File: config.mk
export PLATFORM = sky130hd
export DESIGN_NAME = mem_arbiter
export DESIGN_NICKNAME = d
export VERILOG_FILES = /design/src/rtl/mem_arb_pkg.sv /design/src/rtl/mem_arb_rd_tracker.sv /design/src/rtl/mem_arbiter.sv
export SDC_FILE = /design/constraint.sdc
export NUM_CORES = 1
export LEC_CHECK = 0
export BUFFER_PORTS_ARGS = -buffer_cell sky130_fd_sc_hd__buf_2
export CORE_MARGIN = 10
export CORE_UTILIZATION = 35
export DETAILED_ROUTE_END_ITERATION = 10
export GPL_TIMING_DRIVEN = 1
export PLACE_DENSITY = 0.68
export SYNTH_ARGS = -nofsm -noshare
export SYNTH_HDL_FRONTEND = slang
export SYNTH_SLANG_ARGS = --single-unit
File: constraint.sdc
create_clock -name i_clk -period 3.9 [get_ports i_clk]
set_clock_uncertainty 0.1 [all_clocks]
set_input_delay 0.585 -clock i_clk [delete_from_list [all_inputs] [get_ports i_clk]]
set_output_delay 0.585 -clock i_clk [all_outputs]
set_load 0.005 [all_outputs]
File: src/rtl/mem_arb_pkg.sv
// Shared types and sizing for the runtime memory port arbiter.
// Read latency is bounded to 1..3 cycles, so a 2-bit counter suffices.
package mem_arb_pkg;

   localparam int unsigned ADDR_W_DEF = 16;
   localparam int unsigned DATA_W_DEF = 16;
   localparam int unsigned CNT_W      = 2;

   typedef enum logic {IDLE, RDWAIT} state_e;
   typedef enum logic {OWN_CORE, OWN_JTAG} owner_e;

endpackage

File: src/rtl/mem_arb_rd_tracker.sv
// Counts down the memory read latency of the single outstanding read and tags its owner.
// cap marks the last latency cycle, when read data is on i_memRdData.
module mem_arb_rd_tracker
   import mem_arb_pkg::*;
#(
   parameter int unsigned RD_LAT = 1
) (
   input  logic   clk,
   input  logic   rst,
   input  logic   start,
   input  owner_e start_owner,
   output logic   busy,
   output logic   cap,
   output owner_e owner
);

   logic [CNT_W-1:0] cnt_q;
   owner_e           owner_q;

   always_ff @(posedge clk) begin
      if (rst) begin
         cnt_q   <= '0;
         owner_q <= OWN_CORE;
      end else if (start) begin
         cnt_q   <= CNT_W'(RD_LAT);
         owner_q <= start_owner;
      end else if (cnt_q != '0) begin
         cnt_q <= cnt_q - 1'b1;
      end
   end

   assign busy  = (cnt_q != '0);
   assign cap   = (cnt_q == CNT_W'(1));
   assign owner = owner_q;

endmodule

File: src/rtl/mem_arbiter.sv
// Arbitrates the runtime memory port between the core load/store path and captured
// JTAG debug pulses, alternating on contention and routing read data back to its owner.
module mem_arbiter
   import mem_arb_pkg::*;
#(
   parameter int unsigned ADDR_W = ADDR_W_DEF,
   parameter int unsigned DATA_W = DATA_W_DEF,
   parameter int unsigned RD_LAT = 1
) (
   input  logic              i_clk,
   input  logic              i_rst,
   input  logic              i_coreReq,
   input  logic              i_coreWr,
   input  logic [ADDR_W-1:0] i_coreAddr,
   input  logic [DATA_W-1:0] i_coreData,
   output logic              o_coreGnt,
   output logic [DATA_W-1:0] o_coreRdData,
   output logic              o_coreRdValid,
   input  logic              i_jtagEn,
   input  logic              i_jtagWr,
   input  logic [ADDR_W-1:0] i_jtagAddr,
   input  logic [DATA_W-1:0] i_jtagData,
   output logic [DATA_W-1:0] o_jtagRdData,
   output logic              o_jtagBusy,
   output logic              o_jtagOverrun,
   output logic [ADDR_W-1:0] o_memAddr,
   output logic [DATA_W-1:0] o_memData,
   output logic              o_memWr,
   output logic              o_memEn,
   input  logic [DATA_W-1:0] i_memRdData
);

   state_e            state_q;
   owner_e            last_gnt_q;
   logic              jtag_pend_q, jtag_wr_q, overrun_q, core_rd_valid_q;
   logic [ADDR_W-1:0] jtag_addr_q;
   logic [DATA_W-1:0] jtag_data_q, core_rd_q, jtag_rd_q;

   logic   trk_busy, trk_cap;
   owner_e trk_owner;
   logic   can_issue, core_cand, jtag_cand, pick_jtag, issue, issue_rd;

   // JTAG only ever competes from its captured registers, so i_jtag* never reach o_mem*.
   always_comb begin
      can_issue = !i_rst && (state_q == IDLE);
      core_cand = can_issue && i_coreReq;
      jtag_cand = can_issue && jtag_pend_q;
      pick_jtag = jtag_cand && (!core_cand || (last_gnt_q == OWN_CORE));
      issue     = core_cand || jtag_cand;
      o_coreGnt = core_cand && !pick_jtag;
      o_memEn   = issue;
      o_memWr   = 1'b0;
      o_memAddr = '0;
      o_memData = '0;
      if (pick_jtag) begin
         o_memWr   = jtag_wr_q;
         o_memAddr = jtag_addr_q;
         o_memData = jtag_data_q;
      end else if (core_cand) begin
         o_memWr   = i_coreWr;
         o_memAddr = i_coreAddr;
         o_memData = i_coreData;
      end
      issue_rd = issue && !o_memWr;
   end

   assign o_jtagBusy    = jtag_pend_q | (trk_busy && (trk_owner == OWN_JTAG));
   assign o_jtagOverrun = overrun_q;
   assign o_jtagRdData  = jtag_rd_q;
   assign o_coreRdData  = core_rd_q;
   assign o_coreRdValid = core_rd_valid_q;

   always_ff @(posedge i_clk) begin
      if (i_rst) begin
         state_q         <= IDLE;
         last_gnt_q      <= OWN_JTAG;
         jtag_pend_q     <= 1'b0;
         overrun_q       <= 1'b0;
         core_rd_q       <= '0;
         jtag_rd_q       <= '0;
         core_rd_valid_q <= 1'b0;
      end else begin
         core_rd_valid_q <= trk_cap && (trk_owner == OWN_CORE);
         unique case (state_q)
            IDLE: begin
               if (issue) begin
                  last_gnt_q <= pick_jtag ? OWN_JTAG : OWN_CORE;
                  if (issue_rd) state_q <= RDWAIT;
               end
            end
            RDWAIT: begin
               if (trk_cap) begin
                  if (trk_owner == OWN_CORE) core_rd_q <= i_memRdData;
                  else                       jtag_rd_q <= i_memRdData;
                  state_q <= IDLE;
               end
            end
         endcase
         if (pick_jtag) jtag_pend_q <= 1'b0;
         if (i_jtagEn) begin
            if (o_jtagBusy) overrun_q   <= 1'b1;
            else            jtag_pend_q <= 1'b1;
         end
      end
   end

   // Request fields are only consumed while pending, so they need no reset.
   always_ff @(posedge i_clk) begin
      if (!i_rst && i_jtagEn && !o_jtagBusy) begin
         jtag_wr_q   <= i_jtagWr;
         jtag_addr_q <= i_jtagAddr;
         jtag_data_q <= i_jtagData;
      end
   end

   mem_arb_rd_tracker #(
      .RD_LAT (RD_LAT)
   ) u_rd_tracker (
      .clk         (i_clk),
      .rst         (i_rst),
      .start       (issue_rd),
      .start_owner (pick_jtag ? OWN_JTAG : OWN_CORE),
      .busy        (trk_busy),
      .cap         (trk_cap),
      .owner       (trk_owner)
   );

endmodule

==> flow_summary_export.csv <==
group,metric,value,unit
run_status,status,"completed",
timing,finalSetupViolCount,0,
floorplan,dieHeight,110.8,um
yosys,synth_nets,351,
timing,rsz0062_at_grt,"no",
grt,antenna_found_initial,0,
setup_path,start_kind,"input pin",
yosys,synth_edf_count,33,
power_and_ir_drop,power_density,445.3,nW/um^2
drt,via_count,2496,
drt,viasPerCell,4.791,
yosys,ys.flop_type,"dfxtp_1",
setup_path,crit_required,3210,ps
setup_path,endpoint_kind,"primary output",
setup_path,critPathKind,"input pin to primary output",
setup_path,crit_chain,"buf_2, nor2_4, nand3_1, inv_2, a22o_1, buf_2",
power_and_ir_drop,p_switching,433.6,uW
timing,drv_slew,0,
floorplan,die_area,12270,sq um
timing,slew-limit-headroom,47.19,%
setup_path,cp_slowest_cell,"inv_2",
grt,grt_max_degree,43,
timing,min_period,2821,ps
drt,final_antenna_net_count,0,
setup_path,r2r_start,"u_rd_tracker.cnt_q[0]$_SDFFE_PP0P_",
power_and_ir_drop,p_leak,1.756,nW
timing,hold_slack,328.2,ps
yosys,synth_cells,263,
layout,syn2layout_area_growth,34.40,%
floorplan,coreArea,8134,sq um
yosys,synthArstFlopShare,0,%
floorplan,io_pins,156,
placed_design,portBuffers,155,
power_and_ir_drop,p_comb_share,16.2,%
clock_network,clock_tree.buffer_depth,2,
yosys,ys_types,34,
clock_network,cts_tree,"yes",
yosys,synth_area_per_cell,10.97,sq um
setup_path,cpPeakStageDelay,440,ps
clock_network,htree_num_levels,3,
drt,wl_per_cell,16.01,um
clock_network,cts_resized,0,
yosys,ys_ff_latch,73,
placed_design,gp_congestion,0.9136,
power_and_ir_drop,switching_share,25.12,%
yosys,yosysSeqAreaShare,62.13,%
timing,max_slew.worst_pin.slew,792.1,ps
floorplan,start_util,35.46,%
layout,nFillCells,797,
clock_network,hold_buffers,0,
placed_design,hpwl,6413,um
timing,tns,0,ps
setup_path,critical_path.max_fanout,42,
drt,route.detailed.drc,0,
layout,n_antenna_cell,0,
drt,wl,8343,um
power_and_ir_drop,p_seq_share,51.0,%
grt,grt_pass1_wl,13080,um
floorplan,die_w,110.8,um
power_and_ir_drop,clockPowerShare,32.8,%
clock_network,clock_latency,330,ps
clock_network,clk_pin_slew,70,ps
hold_path,hp-class,"input pin to register",
grt,grt_pass1_vias,2480,
setup_path,setup.worst_path.start,"i_rst",
timing,fin_crit_sh,72.34,%
clock_network,cts.sinks,73,
setup_path,critPathBufInv,3,
yosys,yosysWarnings,0,
layout,drive_above_1_share,43.03,%
setup_path,crit_top_cell,"buf_2",
grt,grt_use_total,12.95,%
setup_path,cpLargestDelayFamily,"buffers and inverters",
timing,fmax,354.5,MHz
floorplan,rows,33,
yosys,syn_area,2884,sq um
drt,drtIter0Drc,167,
clock_network,post_cts_buffers,0,
clock_network,cts_made_buffers,9,
timing,hold_violations,0,
flow_run,drv_cap,0,
power_and_ir_drop,irDropWorstVdd,216.2,uV
clock_network,cts-root-buf,"clkbuf_8",
setup_path,crit_arrival,2140,ps
layout,layout.nets,499,
grt,grt_overflow,0,
power_and_ir_drop,power.internal,1.293,mW
drt,firstDrtPassIters,4,
hold_path,min-delay-start,"i_jtagAddr[10]",
## logic make-up after synthesis
family / share of synthesized area (%)
AOI/OAI and AO/OA: 18.35
and+or+nand+nor: 13.28
adders and majority gates: 0.8675
xor gates and xnor gates: 0.3037
buffers and inverters: 5.076
DFF: 62.13
## worst reg2reg max path, cell delays in order (launching register included)
cell	delay (ps)
dfxtp_1	340
inv_1	60
ha_1	210
nor2b_1	90
or3b_2	470
nor2_2	90
buf_4	360
## synth_stat cells (all sizes together), types with 2 or more instances
| library cell | number | area [sq um] |
|---|---|---|
| a21oi | 35 | 175.2 |
| a22o | 33 | 289.0 |
| and3 | 2 | 17.52 |
| buf | 13 | 102.6 |
| clkbuf | 6 | 25.02 |
| dfxtp | 40 | 800.8 |
| edfxtp | 33 | 991.0 |
| ha | 2 | 25.02 |
| inv | 5 | 18.76 |
| nand2 | 67 | 251.5 |
| nand2b | 3 | 18.77 |
| nand3 | 2 | 10.01 |
| nor2 | 5 | 26.27 |
| nor3b | 2 | 15.01 |
| o21ai | 2 | 10.01 |
## path summary, 6_finish.rpt
| check | end | slack (ps) | cells past startpoint |
|---|---|---|---|
| max | o_memWr | 1080 | 6 |
| min | jtag_addr_q[10]$_DFFE_PP_ | 330 | 1 |
| max reg2reg | jtag_addr_q[8]$_DFFE_PP_ | 1820 | 6 |
| min reg2reg | o_coreRdData[11]$_SDFFE_PP0P_ | 350 | 2 |
## layout by cell type, fill, tap and decap left out, types with 2 or more instances in the layout
cell | synthesis | layout
buf_2 | 4 | 155
nand2_1 | 67 | 67
dfxtp_1 | 40 | 40
a21oi_1 | 35 | 35
a22o_1 | 33 | 33
edfxtp_1 | 33 | 33
clkbuf_8 | 0 | 11
inv_1 | 4 | 4
nand2b_1 | 3 | 3
nor2_1 | 4 | 3
nand3_1 | 2 | 2
nor3b_1 | 2 | 2
o21ai_0 | 2 | 2
ha_1 | 2 | 2
## power by group through the flow
stage	clock network [mW]	logic (mW)	registers, mW
global route	0.620	0.315	0.886
floorplan	0	0.173	0.891
detailed placement	0	0.284	0.897
global placement	0	0.277	0.896
CTS	0.591	0.284	0.880
finish	0.566	0.280	0.880
## layer usage
layer	GRT usage, %	vias up	wire length (um)
met5	0	-	0
met4	4.427	0	75
met3	6.872	8	1102
met2	19.42	142	3588
met1	15.45	1121	3577
li1	-	1225	-
## flip-flops by register name, indices dropped and copies added, names as in the netlist
signal / cells
jtag_wr_q: 1
jtag_data_q: 16
o_jtagRdData: 16
u_rd_tracker.cnt_q: 2
state_q: 1
last_gnt_q: 1
o_coreRdData: 16
u_rd_tracker.owner: 1
jtag_addr_q: 16
o_coreRdValid: 1
o_jtagOverrun: 1
jtag_pend_q: 1
## final cells by class
class,instances,area [sq um],share of cell area [%]
clock buffers,13,181.4,4.680
clock inverters,3,21.27,0.5487
inverters,5,18.77,0.4842
multi-input cells,166,948.4,24.47
flip-flops and latches,73,1792,46.22
well taps,105,131.4,3.389
repair buffers,156,783.3,20.21
## per-stage QoR
step / cell area (sq um) / total power [mW] / std cells / util [%] / worst slack [ps]
floorplan: 2884 / 1.064 / 263 / - / 881.1
global placement: 3674 / 1.173 / 505 / 45.16 / 1163
detailed placement: 3674 / 1.181 / 505 / 45.16 / 1093
CTS: 3876 / 1.755 / 521 / 47.65 / 1086
global route: 3876 / 1.821 / 521 / 47.65 / 966.0
finish: 3876 / 1.726 / 521 / 47.65 / 1079
Note: power is estimated with default switching activity, not from simulation.
